<file path="src/rtl/mips_pipe_pkg.sv">
// Shared definitions for the ID/EX pipeline register: forwarding select
// encodings, the zero-register specifier and the bundled EX-stage control word.
package mips_pipe_pkg;

  localparam logic [1:0] FWD_REGFILE = 2'b00;
  localparam logic [1:0] FWD_MEMWB   = 2'b01;
  localparam logic [1:0] FWD_EXMEM   = 2'b10;

  localparam int REG_ZERO     = 0;
  localparam int CTRL_ALUOP_W = 4;

  typedef struct packed {
    logic                    RegWrite;
    logic                    MemRead;
    logic                    MemWrite;
    logic                    MemToReg;
    logic                    ALUSrc;
    logic [CTRL_ALUOP_W-1:0] ALUOp;
  } ex_ctrl_t;

endpackage

</file>
<file path="src/rtl/fwd_sel_calc.sv">
// Forwarding select for one EX operand, resolved a cycle early from the
// instruction about to enter EX/MEM and the one about to enter MEM/WB.
module fwd_sel_calc
  import mips_pipe_pkg::*;
#(
  parameter int REG_ADDR_W = 5
) (
  input  logic [REG_ADDR_W-1:0] src,
  input  logic                  ex_reg_write,
  input  logic [REG_ADDR_W-1:0] ex_dest,
  input  logic                  mem_reg_write,
  input  logic [REG_ADDR_W-1:0] mem_dest,
  output logic [1:0]            sel
);

  logic ex_hit;
  logic mem_hit;

  // Register 0 is hardwired, so a write to it must never be forwarded.
  assign ex_hit  = ex_reg_write  && (ex_dest  != REG_ADDR_W'(REG_ZERO)) && (ex_dest  == src);
  assign mem_hit = mem_reg_write && (mem_dest != REG_ADDR_W'(REG_ZERO)) && (mem_dest == src);

  always_comb begin
    sel = FWD_REGFILE;
    if (ex_hit) begin
      sel = FWD_EXMEM;
    end else if (mem_hit) begin
      sel = FWD_MEMWB;
    end
  end

endmodule

</file>
<file path="src/rtl/id_ex_stage_reg.sv">
// ID/EX pipeline register with bubble insertion, global hold, load-use detect
// and registered forwarding selects. Optional counters under HAZARD_PERF_EN.
module id_ex_stage_reg
  import mips_pipe_pkg::*;
#(
  parameter int DATA_W     = 32,
  parameter int REG_ADDR_W = 5,
  parameter int ALUOP_W    = 4
) (
  input  logic                  Clk,
  input  logic                  Reset,
  input  logic                  Hold,
  input  logic                  Flush,
  input  logic [DATA_W-1:0]     ID_ReadData1,
  input  logic [DATA_W-1:0]     ID_ReadData2,
  input  logic [DATA_W-1:0]     ID_SignExtImm,
  input  logic [REG_ADDR_W-1:0] ID_Rs,
  input  logic [REG_ADDR_W-1:0] ID_Rt,
  input  logic [REG_ADDR_W-1:0] ID_Rd,
  input  logic                  ID_RegWrite,
  input  logic                  ID_MemRead,
  input  logic                  ID_MemWrite,
  input  logic                  ID_MemToReg,
  input  logic                  ID_ALUSrc,
  input  logic                  ID_RegDst,
  input  logic [ALUOP_W-1:0]    ID_ALUOp,
  input  logic                  EXMEM_RegWrite,
  input  logic [REG_ADDR_W-1:0] EXMEM_WriteReg,
  output logic [DATA_W-1:0]     EX_ReadData1,
  output logic [DATA_W-1:0]     EX_ReadData2,
  output logic [DATA_W-1:0]     EX_SignExtImm,
  output logic [REG_ADDR_W-1:0] EX_Rs,
  output logic [REG_ADDR_W-1:0] EX_Rt,
  output logic [REG_ADDR_W-1:0] EX_WriteReg,
  output logic                  EX_RegWrite,
  output logic                  EX_MemRead,
  output logic                  EX_MemWrite,
  output logic                  EX_MemToReg,
  output logic                  EX_ALUSrc,
  output logic [ALUOP_W-1:0]    EX_ALUOp,
  output logic [1:0]            EX_ForwardA,
  output logic [1:0]            EX_ForwardB,
`ifdef HAZARD_PERF_EN
  output logic [31:0]           BubbleCount,
  output logic [31:0]           ForwardExMemCount,
  output logic [31:0]           ForwardMemWbCount,
`endif
  output logic                  LoadUseHazard
);

  logic [DATA_W-1:0]     rd1_reg, rd1_next;
  logic [DATA_W-1:0]     rd2_reg, rd2_next;
  logic [DATA_W-1:0]     imm_reg, imm_next;
  logic [REG_ADDR_W-1:0] rs_reg, rs_next;
  logic [REG_ADDR_W-1:0] rt_reg, rt_next;
  logic [REG_ADDR_W-1:0] wr_reg, wr_next;
  ex_ctrl_t              ctrl_reg, ctrl_next;
  logic [1:0]            fwd_a_reg, fwd_a_next;
  logic [1:0]            fwd_b_reg, fwd_b_next;
  logic                  bubble;

  logic [REG_ADDR_W-1:0] fwd_src [2];
  logic [1:0]            fwd_sel [2];

  assign fwd_src[0] = ID_Rs;
  assign fwd_src[1] = ID_Rt;

  // The producer now in EX moves to EX/MEM on this edge; EX/MEM moves to MEM/WB.
  genvar gi;
  generate
    for (gi = 0; gi < 2; gi++) begin : g_fwd
      fwd_sel_calc #(.REG_ADDR_W(REG_ADDR_W)) u_fwd_sel_calc (
        .src          (fwd_src[gi]),
        .ex_reg_write (ctrl_reg.RegWrite),
        .ex_dest      (wr_reg),
        .mem_reg_write(EXMEM_RegWrite),
        .mem_dest     (EXMEM_WriteReg),
        .sel          (fwd_sel[gi])
      );
    end
  endgenerate

  assign LoadUseHazard = ctrl_reg.MemRead && (wr_reg != REG_ADDR_W'(REG_ZERO)) &&
                         ((wr_reg == ID_Rs) || (wr_reg == ID_Rt));
  assign bubble = Flush || LoadUseHazard;

  always_comb begin
    rd1_next           = ID_ReadData1;
    rd2_next           = ID_ReadData2;
    imm_next           = ID_SignExtImm;
    rs_next            = ID_Rs;
    rt_next            = ID_Rt;
    wr_next            = ID_RegDst ? ID_Rd : ID_Rt;
    ctrl_next.RegWrite = ID_RegWrite;
    ctrl_next.MemRead  = ID_MemRead;
    ctrl_next.MemWrite = ID_MemWrite;
    ctrl_next.MemToReg = ID_MemToReg;
    ctrl_next.ALUSrc   = ID_ALUSrc;
    ctrl_next.ALUOp    = ID_ALUOp;
    fwd_a_next         = fwd_sel[0];
    fwd_b_next         = fwd_sel[1];
    if (bubble) begin
      rd1_next   = '0;
      rd2_next   = '0;
      imm_next   = '0;
      rs_next    = '0;
      rt_next    = '0;
      wr_next    = '0;
      ctrl_next  = '0;
      fwd_a_next = FWD_REGFILE;
      fwd_b_next = FWD_REGFILE;
    end
  end

  always_ff @(posedge Clk) begin
    if (Reset) begin
      rd1_reg   <= '0;
      rd2_reg   <= '0;
      imm_reg   <= '0;
      rs_reg    <= '0;
      rt_reg    <= '0;
      wr_reg    <= '0;
      ctrl_reg  <= '0;
      fwd_a_reg <= FWD_REGFILE;
      fwd_b_reg <= FWD_REGFILE;
    end else if (!Hold) begin
      rd1_reg   <= rd1_next;
      rd2_reg   <= rd2_next;
      imm_reg   <= imm_next;
      rs_reg    <= rs_next;
      rt_reg    <= rt_next;
      wr_reg    <= wr_next;
      ctrl_reg  <= ctrl_next;
      fwd_a_reg <= fwd_a_next;
      fwd_b_reg <= fwd_b_next;
    end
  end

  assign EX_ReadData1  = rd1_reg;
  assign EX_ReadData2  = rd2_reg;
  assign EX_SignExtImm = imm_reg;
  assign EX_Rs         = rs_reg;
  assign EX_Rt         = rt_reg;
  assign EX_WriteReg   = wr_reg;
  assign EX_RegWrite   = ctrl_reg.RegWrite;
  assign EX_MemRead    = ctrl_reg.MemRead;
  assign EX_MemWrite   = ctrl_reg.MemWrite;
  assign EX_MemToReg   = ctrl_reg.MemToReg;
  assign EX_ALUSrc     = ctrl_reg.ALUSrc;
  assign EX_ALUOp      = ctrl_reg.ALUOp;
  assign EX_ForwardA   = fwd_a_reg;
  assign EX_ForwardB   = fwd_b_reg;

`ifdef HAZARD_PERF_EN
  logic [31:0] bubble_cnt_reg;
  logic [31:0] exmem_cnt_reg;
  logic [31:0] memwb_cnt_reg;

  // Each counter advances at most once per edge even when both selects match.
  always_ff @(posedge Clk) begin
    if (Reset) begin
      bubble_cnt_reg <= '0;
      exmem_cnt_reg  <= '0;
      memwb_cnt_reg  <= '0;
    end else if (!Hold) begin
      if (bubble) bubble_cnt_reg <= bubble_cnt_reg + 32'd1;
      if (fwd_a_next == FWD_EXMEM || fwd_b_next == FWD_EXMEM)
        exmem_cnt_reg <= exmem_cnt_reg + 32'd1;
      if (fwd_a_next == FWD_MEMWB || fwd_b_next == FWD_MEMWB)
        memwb_cnt_reg <= memwb_cnt_reg + 32'd1;
    end
  end

  assign BubbleCount       = bubble_cnt_reg;
  assign ForwardExMemCount = exmem_cnt_reg;
  assign ForwardMemWbCount = memwb_cnt_reg;
`endif

endmodule

</file>
<file path="config.mk">
export PLATFORM = sky130hd
export DESIGN_NAME = id_ex_stage_reg
export DESIGN_NICKNAME = d
export VERILOG_FILES = /design/src/rtl/mips_pipe_pkg.sv /design/src/rtl/fwd_sel_calc.sv /design/src/rtl/id_ex_stage_reg.sv
export SDC_FILE = /design/constraint.sdc
export NUM_CORES = 1
export LEC_CHECK = 0
export BUFFER_PORTS_ARGS = -buffer_cell sky130_fd_sc_hd__buf_2
export CORE_ASPECT_RATIO = 0.7
export CORE_UTILIZATION = 50
export CTS_CLUSTER_SIZE = 40
export DETAILED_ROUTE_END_ITERATION = 7
export PLACE_DENSITY = 0.95
export SLEW_MARGIN = 20
export SYNTH_ARGS = -nofsm -noshare
export SYNTH_HDL_FRONTEND = slang
export SYNTH_HIERARCHICAL = 1
export SYNTH_SLANG_ARGS = --single-unit
</file>
<file path="constraint.sdc">
create_clock -name Clk -period 5.3 [get_ports Clk]
set_clock_uncertainty 0.1 [all_clocks]
set_input_delay 0.795 -clock Clk [delete_from_list [all_inputs] [get_ports Clk]]
set_output_delay 0.795 -clock Clk [all_outputs]
set_load 0.1 [all_outputs]
</file>
==> flow_metrics.py, run 1 <==
metrics = {
    "die": {
        "ios": 256,
        "die_area_um2": 11400,
        "die_y_um": 89.5,
        "start_util": 0.522,
        "fp.coreArea_um2": 10500,
        "die_w_um": 127,
        "num_rows": 31,
    },
    "global_routing": {
        "overflow": 0,
        "grt_max_degree": 125,
        "grt_usage": 0.257,
        "grt_pass1_wl_um": 23600,
        "grt_pass1_vias": 4787,
        "grt_antenna_before_repair": 0,
    },
    "routing": {
        "drt_iter0_markers": 383,
        "drtPass1Iterations": 5,
        "ant_nets": 0,
        "remaining_drc_errors": 0,
        "vias_per_cell": 5.84,
        "drt_wl_total_um": 15700,
        "vias": 5766,
        "routedWlPerCell_um": 15.9,
    },
    "timing": {
        "period_share": 0.661,
        "fmax_mhz": 286,
        "setup_viol": 0,
        "maxSlewViolCount": 0,
        "slew_headroom": 0.285,
        "setup_tns_ns": 0,
        "period_minus_slack_ns": 3.50,
        "hold_slack_ns": 0.359,
        "setup_slack_ns": 1.80,
        "rsz0062_at_grt": "false",
        "worst_pin_slew_ns": 1.07,
        "hold_viol": 0,
    },
    "finish": {
        "nets": 973,
        "drive_above_1_share": 0.358,
        "syn_to_final_growth_pct": 33.8,
        "diodes": 0,
        "finish.utilization": 0.698,
        "final_cell_mix": "buf_2, nand2_1, dfxtp_1",
        "final_common_cell": "buf_2",
    },
    "clock_tree": {
        "post_cts_buffers": 0,
        "cts_resized": 0,
        "htree_levels": 4,
        "path_clk_slew_ns": 0.06,
        "cts_num_sinks": 124,
        "cts-buffers-inserted": 17,
        "insertion_delay_ns": 0.39,
        "clock_path_buffers": 2,
        "cts_tree": "done",
        "ctsRootBufferMaster": "clkbuf_16",
        "cts_hold_buffers": 0,
    },
    "logic_synthesis": {
        "syn_avg_cell_area_um2": 8.68,
        "yosys.cell_types.count": 25,
        "ys_ff_latch": 124,
        "synth_nets": 761,
        "ys_seq_area_frac": 0.454,
        "synth_warnings": 6,
        "syn_inst": 630,
        "synth_area_um2": 5470,
    },
    "job": {
        "drv_cap": 0,
    },
    "outcome": {
        "status": "finished, final reports clean",
    },
    "placed_design": {
        "gp_congestion": 0.843,
        "dp_slack_ns": 2.12,
        "dpl.hpwl_um": 10400,
        "portBuffers": 255,
    },
    "critical_path": {
        "start_kind": "flip-flop",
        "crit_path_max_fanout": 36,
        "end_kind": "output pin",
        "required_ns": 4.41,
        "arrival_ns": 2.61,
        "critPathKind": "reg2out",
    },
    "power_and_ir_drop": {
        "power_density_nw_per_um2": 414,
        "p_leak_nw": 3.06,
        "irDropWorstVdd_mv": 0.283,
    },
    "min_path": {
        "hp-class": "reg2reg",
    },
}
-- metal layers --
metal	up-vias	routed length, um	part of all wire	global-route usage
met5	-	0	0	0
met4	0	163	0.010	0.0823
met3	18	1230	0.078	0.0730
met2	254	7490	0.48	0.416
met1	2688	6800	0.43	0.336
li1	2806	-	-	-
-- critical path: stages, from the launching register on --
cell     delay, ns
dfxtp_1       0.43
or4_1         0.61
o21ai_4       0.72
nor2b_1       0.11
buf_2         0.33
-- cell usage after synthesis --
library cell	instances	area, um^2
or4_1	1	7.51
xor2_1	6	52.6
mux2_2	5	56.3
o21ai_1	1	5.00
o22ai_1	1	6.26
nand3_1	6	30.0
nand2_1	125	469
nor3_2	3	30.0
dfxtp_1	124	2480
o41ai_2	2	32.5
o21ai_0	118	591
buf_2	9	45.0
xnor2_1	20	175
nor4_1	2	12.5
clkbuf_2	2	10.0
a32oi_1	119	1040
a22oi_1	5	37.5
a211oi_2	2	25.0
a21oi_1	12	60.1
o21ai_2	1	8.76
nor2_1	2	7.51
clkbuf_1	50	188
buf_4	8	60.1
nor3_1	4	20.0
nor2b_1	2	12.5
-- report_power, final --
group	switching (mW)	internal (mW)	total, mW
sequential	0.0424	1.00	1.04
combinational	0.657	0.142	0.799
clock	0.398	0.784	1.18
total	1.10	1.93	3.03
-- per-stage QoR --
step / total power [mW] / std cells / instance area [um^2]
2_1_floorplan: 1.69 / 630 / 5470
3_3_place_gp: 1.85 / 955 / 6710
3_5_place_dp: 1.86 / 955 / 6710
4_1_cts: 3.04 / 987 / 7310
5_1_grt: 3.13 / 987 / 7310
6_report: 3.03 / 987 / 7310
-- kinds of logic (layout without fill, tap and decap cells) --
family,count (synthesis),after routing,share of synthesized area
AO/OA/AOI/OAI,261,261,0.331
XOR/XNOR,26,26,0.0417
buffers and inverters,69,294,0.0554
flip-flops,124,124,0.454
multiplexers,5,5,0.0103
AND/OR/NAND/NOR,145,145,0.108
-- flip-flops by register name (all words and copies together) (netlist names) --
signal	flops
EX_ALUOp	4
EX_ALUSrc	1
EX_ForwardA	2
EX_ForwardB	2
EX_MemRead	1
EX_MemToReg	1
EX_MemWrite	1
EX_ReadData1	32
EX_ReadData2	32
EX_RegWrite	1
EX_Rs	5
EX_Rt	5
EX_SignExtImm	32
EX_WriteReg	5
-- final cells by class --
cell class / instances / area (um^2)
fill: 841 / 3160
multi-input combinational: 437 / 2720
sequential: 124 / 2480
timing repair buffer: 262 / 1340
clock buffer: 20 / 437
clock inverter: 12 / 171
tap: 132 / 165
-- worst paths after layout --
kind / slack (ns) / cells past startpoint / start / to
setup / recovery: 1.80 / 4 / EX_WriteReg[0] / LoadUseHazard
hold / removal: 0.36 / 2 / EX_SignExtImm[3] / EX_SignExtImm[3]
setup reg to reg: 2.07 / 5 / EX_WriteReg[0] / EX_Rt[0]
hold reg to reg: 0.36 / 2 / EX_SignExtImm[3] / EX_SignExtImm[3]
Power figures use the tool's default switching activity.
==> run 2, diff against run 1 <==
Settings changed: ABC_AREA from default to 1, CORE_UTILIZATION 50 to 45, PLACE_DENSITY 0.95 to 0.88.
Clock period 5.3 ns to 2.8 ns, I/O delays scaled along.
==> run 2 against run 1 <==
Area after synthesis is 21% higher. Critical path type unchanged. Synthesized cell count is 52% higher. Critical endpoint unchanged. Via count is 15% higher. Clock power is 100% higher. Sequential cell count stayed put. Combinational power is 34% higher.
==> flow_metrics.py, run 2 <==
metrics = {
    "power_and_ir_drop": {
        "p_leak_nw": 4.28,
        "irDropWorstVdd_mv": 0.442,
        "power_density_nw_per_um2": 621,
    },
    "min_path": {
        "hp-class": "in2reg",
    },
    "critical_path": {
        "crit_path_max_fanout": 12,
        "path_cells": "inv_1, nand2_1, nand2_1, nor2_1, nand3_1, nand2_1, nand2_4, inv_1, buf_12",
        "required_ns": 2.28,
        "end_kind": "output pin",
        "start_kind": "flip-flop",
        "critPathKind": "reg2out",
        "slowest_stage": "dfxtp_2",
        "max_stage_delay_ns": 0.46,
        "crit_family": "simple AND/OR/NAND/NOR gates",
        "arrival_ns": 1.89,
        "cpMostUsedCell": "nand2_1",
        "cp_num_buf_inv": 3,
    },
    "timing": {
        "fmax_mhz": 414,
        "hold_viol": 0,
        "setup_tns_ns": 0,
        "maxSlewViolCount": 0,
        "period_minus_slack_ns": 2.41,
        "worst_pin_slew_ns": 0.677,
        "slew_headroom": 0.549,
        "hold_slack_ns": 0.235,
        "rsz0062_at_grt": "false",
        "period_share": 0.862,
        "setup_viol": 0,
    },
    "logic_synthesis": {
        "synth_top_area_cell": "dfxtp_1",
        "syn_inst": 960,
        "syn_avg_cell_area_um2": 6.86,
        "synth_warnings": 6,
        "yosys.cell_types.count": 24,
        "synth_top_area_share": 0.377,
        "yosysMostFrequentCell": "nand2_1",
        "ys_seq_area_frac": 0.377,
        "async_flop_share": 0,
        "synth-main-ff-cell": "dfxtp_1",
        "synth_edf_count": 0,
        "synth_commonest_cells": "nand2_1, inv_1, nor2_1",
        "yosys-top-cells-area": "dfxtp_1, nand2_1, inv_1",
        "synth_nets": 1091,
        "ys_ff_latch": 124,
        "synth_area_um2": 6590,
    },
    "finish": {
        "final_common_cell": "buf_2",
        "fin_area_um2": 8550,
        "final_cell_mix": "buf_2, nand2_1, inv_1",
        "drive_above_1_share": 0.351,
        "diodes": 0,
        "syn_to_final_growth_pct": 29.7,
        "nets": 1307,
        "stdcell_count": 1379,
    },
    "clock_tree": {
        "path_clk_slew_ns": 0.06,
        "cts-buffers-inserted": 17,
        "htree_levels": 4,
        "cts_tree": "done",
        "ctsRootBufferMaster": "clkbuf_16",
        "cts_hold_buffers": 0,
        "cts_num_sinks": 124,
        "cts_resized": 0,
        "insertion_delay_ns": 0.41,
        "post_cts_buffers": 0,
        "clock_path_buffers": 2,
    },
    "global_routing": {
        "overflow": 0,
        "grt_pass1_vias": 5741,
        "grt_max_degree": 97,
        "grt_pass1_wl_um": 27700,
        "grt_usage": 0.228,
        "grt_antenna_before_repair": 0,
    },
    "die": {
        "fp.coreArea_um2": 14100,
        "die_y_um": 103,
        "num_rows": 36,
        "start_util": 0.467,
        "die_w_um": 147,
        "ios": 256,
        "die_area_um2": 15100,
    },
    "routing": {
        "drtPass1Iterations": 4,
        "ant_nets": 0,
        "vias_per_cell": 4.81,
        "drt_iter0_markers": 373,
        "drt_wl_total_um": 17900,
        "vias": 6635,
        "remaining_drc_errors": 0,
        "routedWlPerCell_um": 13.0,
    },
    "placed_design": {
        "portBuffers": 255,
        "gp_congestion": 0.924,
        "dpl.hpwl_um": 12200,
        "dp_cells": 1347,
        "placed_area_um2": 7910,
    },
    "job": {
        "drv_cap": 0,
    },
    "outcome": {
        "status": "finished, final reports clean",
    },
}
[run 2: cell count changes after synthesis, moves of 64 or more]
| cell | previous run | this run |
|---|---|---|
| a21oi_1 | 12 | 76 |
| nor2_1 | 2 | 142 |
| inv_1 | 0 | 145 |
| nand3_1 | 6 | 84 |
| a32oi_1 | 119 | 0 |
| o21ai_0 | 118 | 7 |
[run 2: worst paths after layout]
check / slack, ns / to / start / cells after the start
max: 0.39 / LoadUseHazard / EX_WriteReg[0] / 9
min: 0.23 / EX_ReadData2[25] / ID_ReadData2[25] / 5
max reg2reg: 0.82 / EX_SignExtImm[19] / EX_WriteReg[0] / 9
min reg2reg: 0.36 / EX_ReadData1[14] / EX_ReadData1[14] / 2
[run 2: area by class of cell]
cell class / count / area (um^2)
Multi-Input combinational cell: 613 / 3140
Clock buffer: 21 / 470
Inverter: 153 / 577
Fill cell: 1268 / 5550
Tap cell: 190 / 238
Timing Repair Buffer: 267 / 1470
Sequential cell: 124 / 2490
Clock inverter: 11 / 165
[run 2: logic make-up (layout without fill, tap and decap cells)]
logic type / after synthesis / in the layout / share of synthesized area
compound gates: 140 / 140 / 0.137
xor+xnor: 4 / 4 / 0.00532
buf+inv: 223 / 452 / 0.146
flops: 124 / 124 / 0.377
simple gates: 469 / 469 / 0.334
[run 2: worst register-to-register path, cell delays in order (launching register included)]
cell	delay [ns]
dfxtp_2	0.46
nor2_1	0.09
nor2_1	0.11
nor2_1	0.05
nand3_1	0.06
nand2_1	0.09
nand2_4	0.08
buf_4	0.50
nand3_2	0.23
a21oi_2	0.15
[run 2: power breakdown]
group	leakage (nW)	switching [mW]	internal, mW
Combinational	2.96	0.818	0.254
Sequential	1.01	0.0431	1.83
Clock	0.301	0.807	1.56
[run 2: per-layer routing]
metal	routed length [um]	track usage	vias to the layer above
li1	-	-	3396
met3	1460	0.0627	22
met5	0	0	-
met1	8090	0.302	2945
met2	8110	0.361	272
met4	213	0.0817	0
[run 2: stage by stage]
stage | utilization | power [mW] | setup slack (ns)
floorplan | - | 2.73 | 0.161
global route | 0.606 | 5.51 | 0.267
CTS | 0.606 | 5.35 | 0.385
detailed placement | 0.561 | 2.98 | 0.730
finish | 0.606 | 5.31 | 0.386
global placement | 0.561 | 2.97 | 0.751
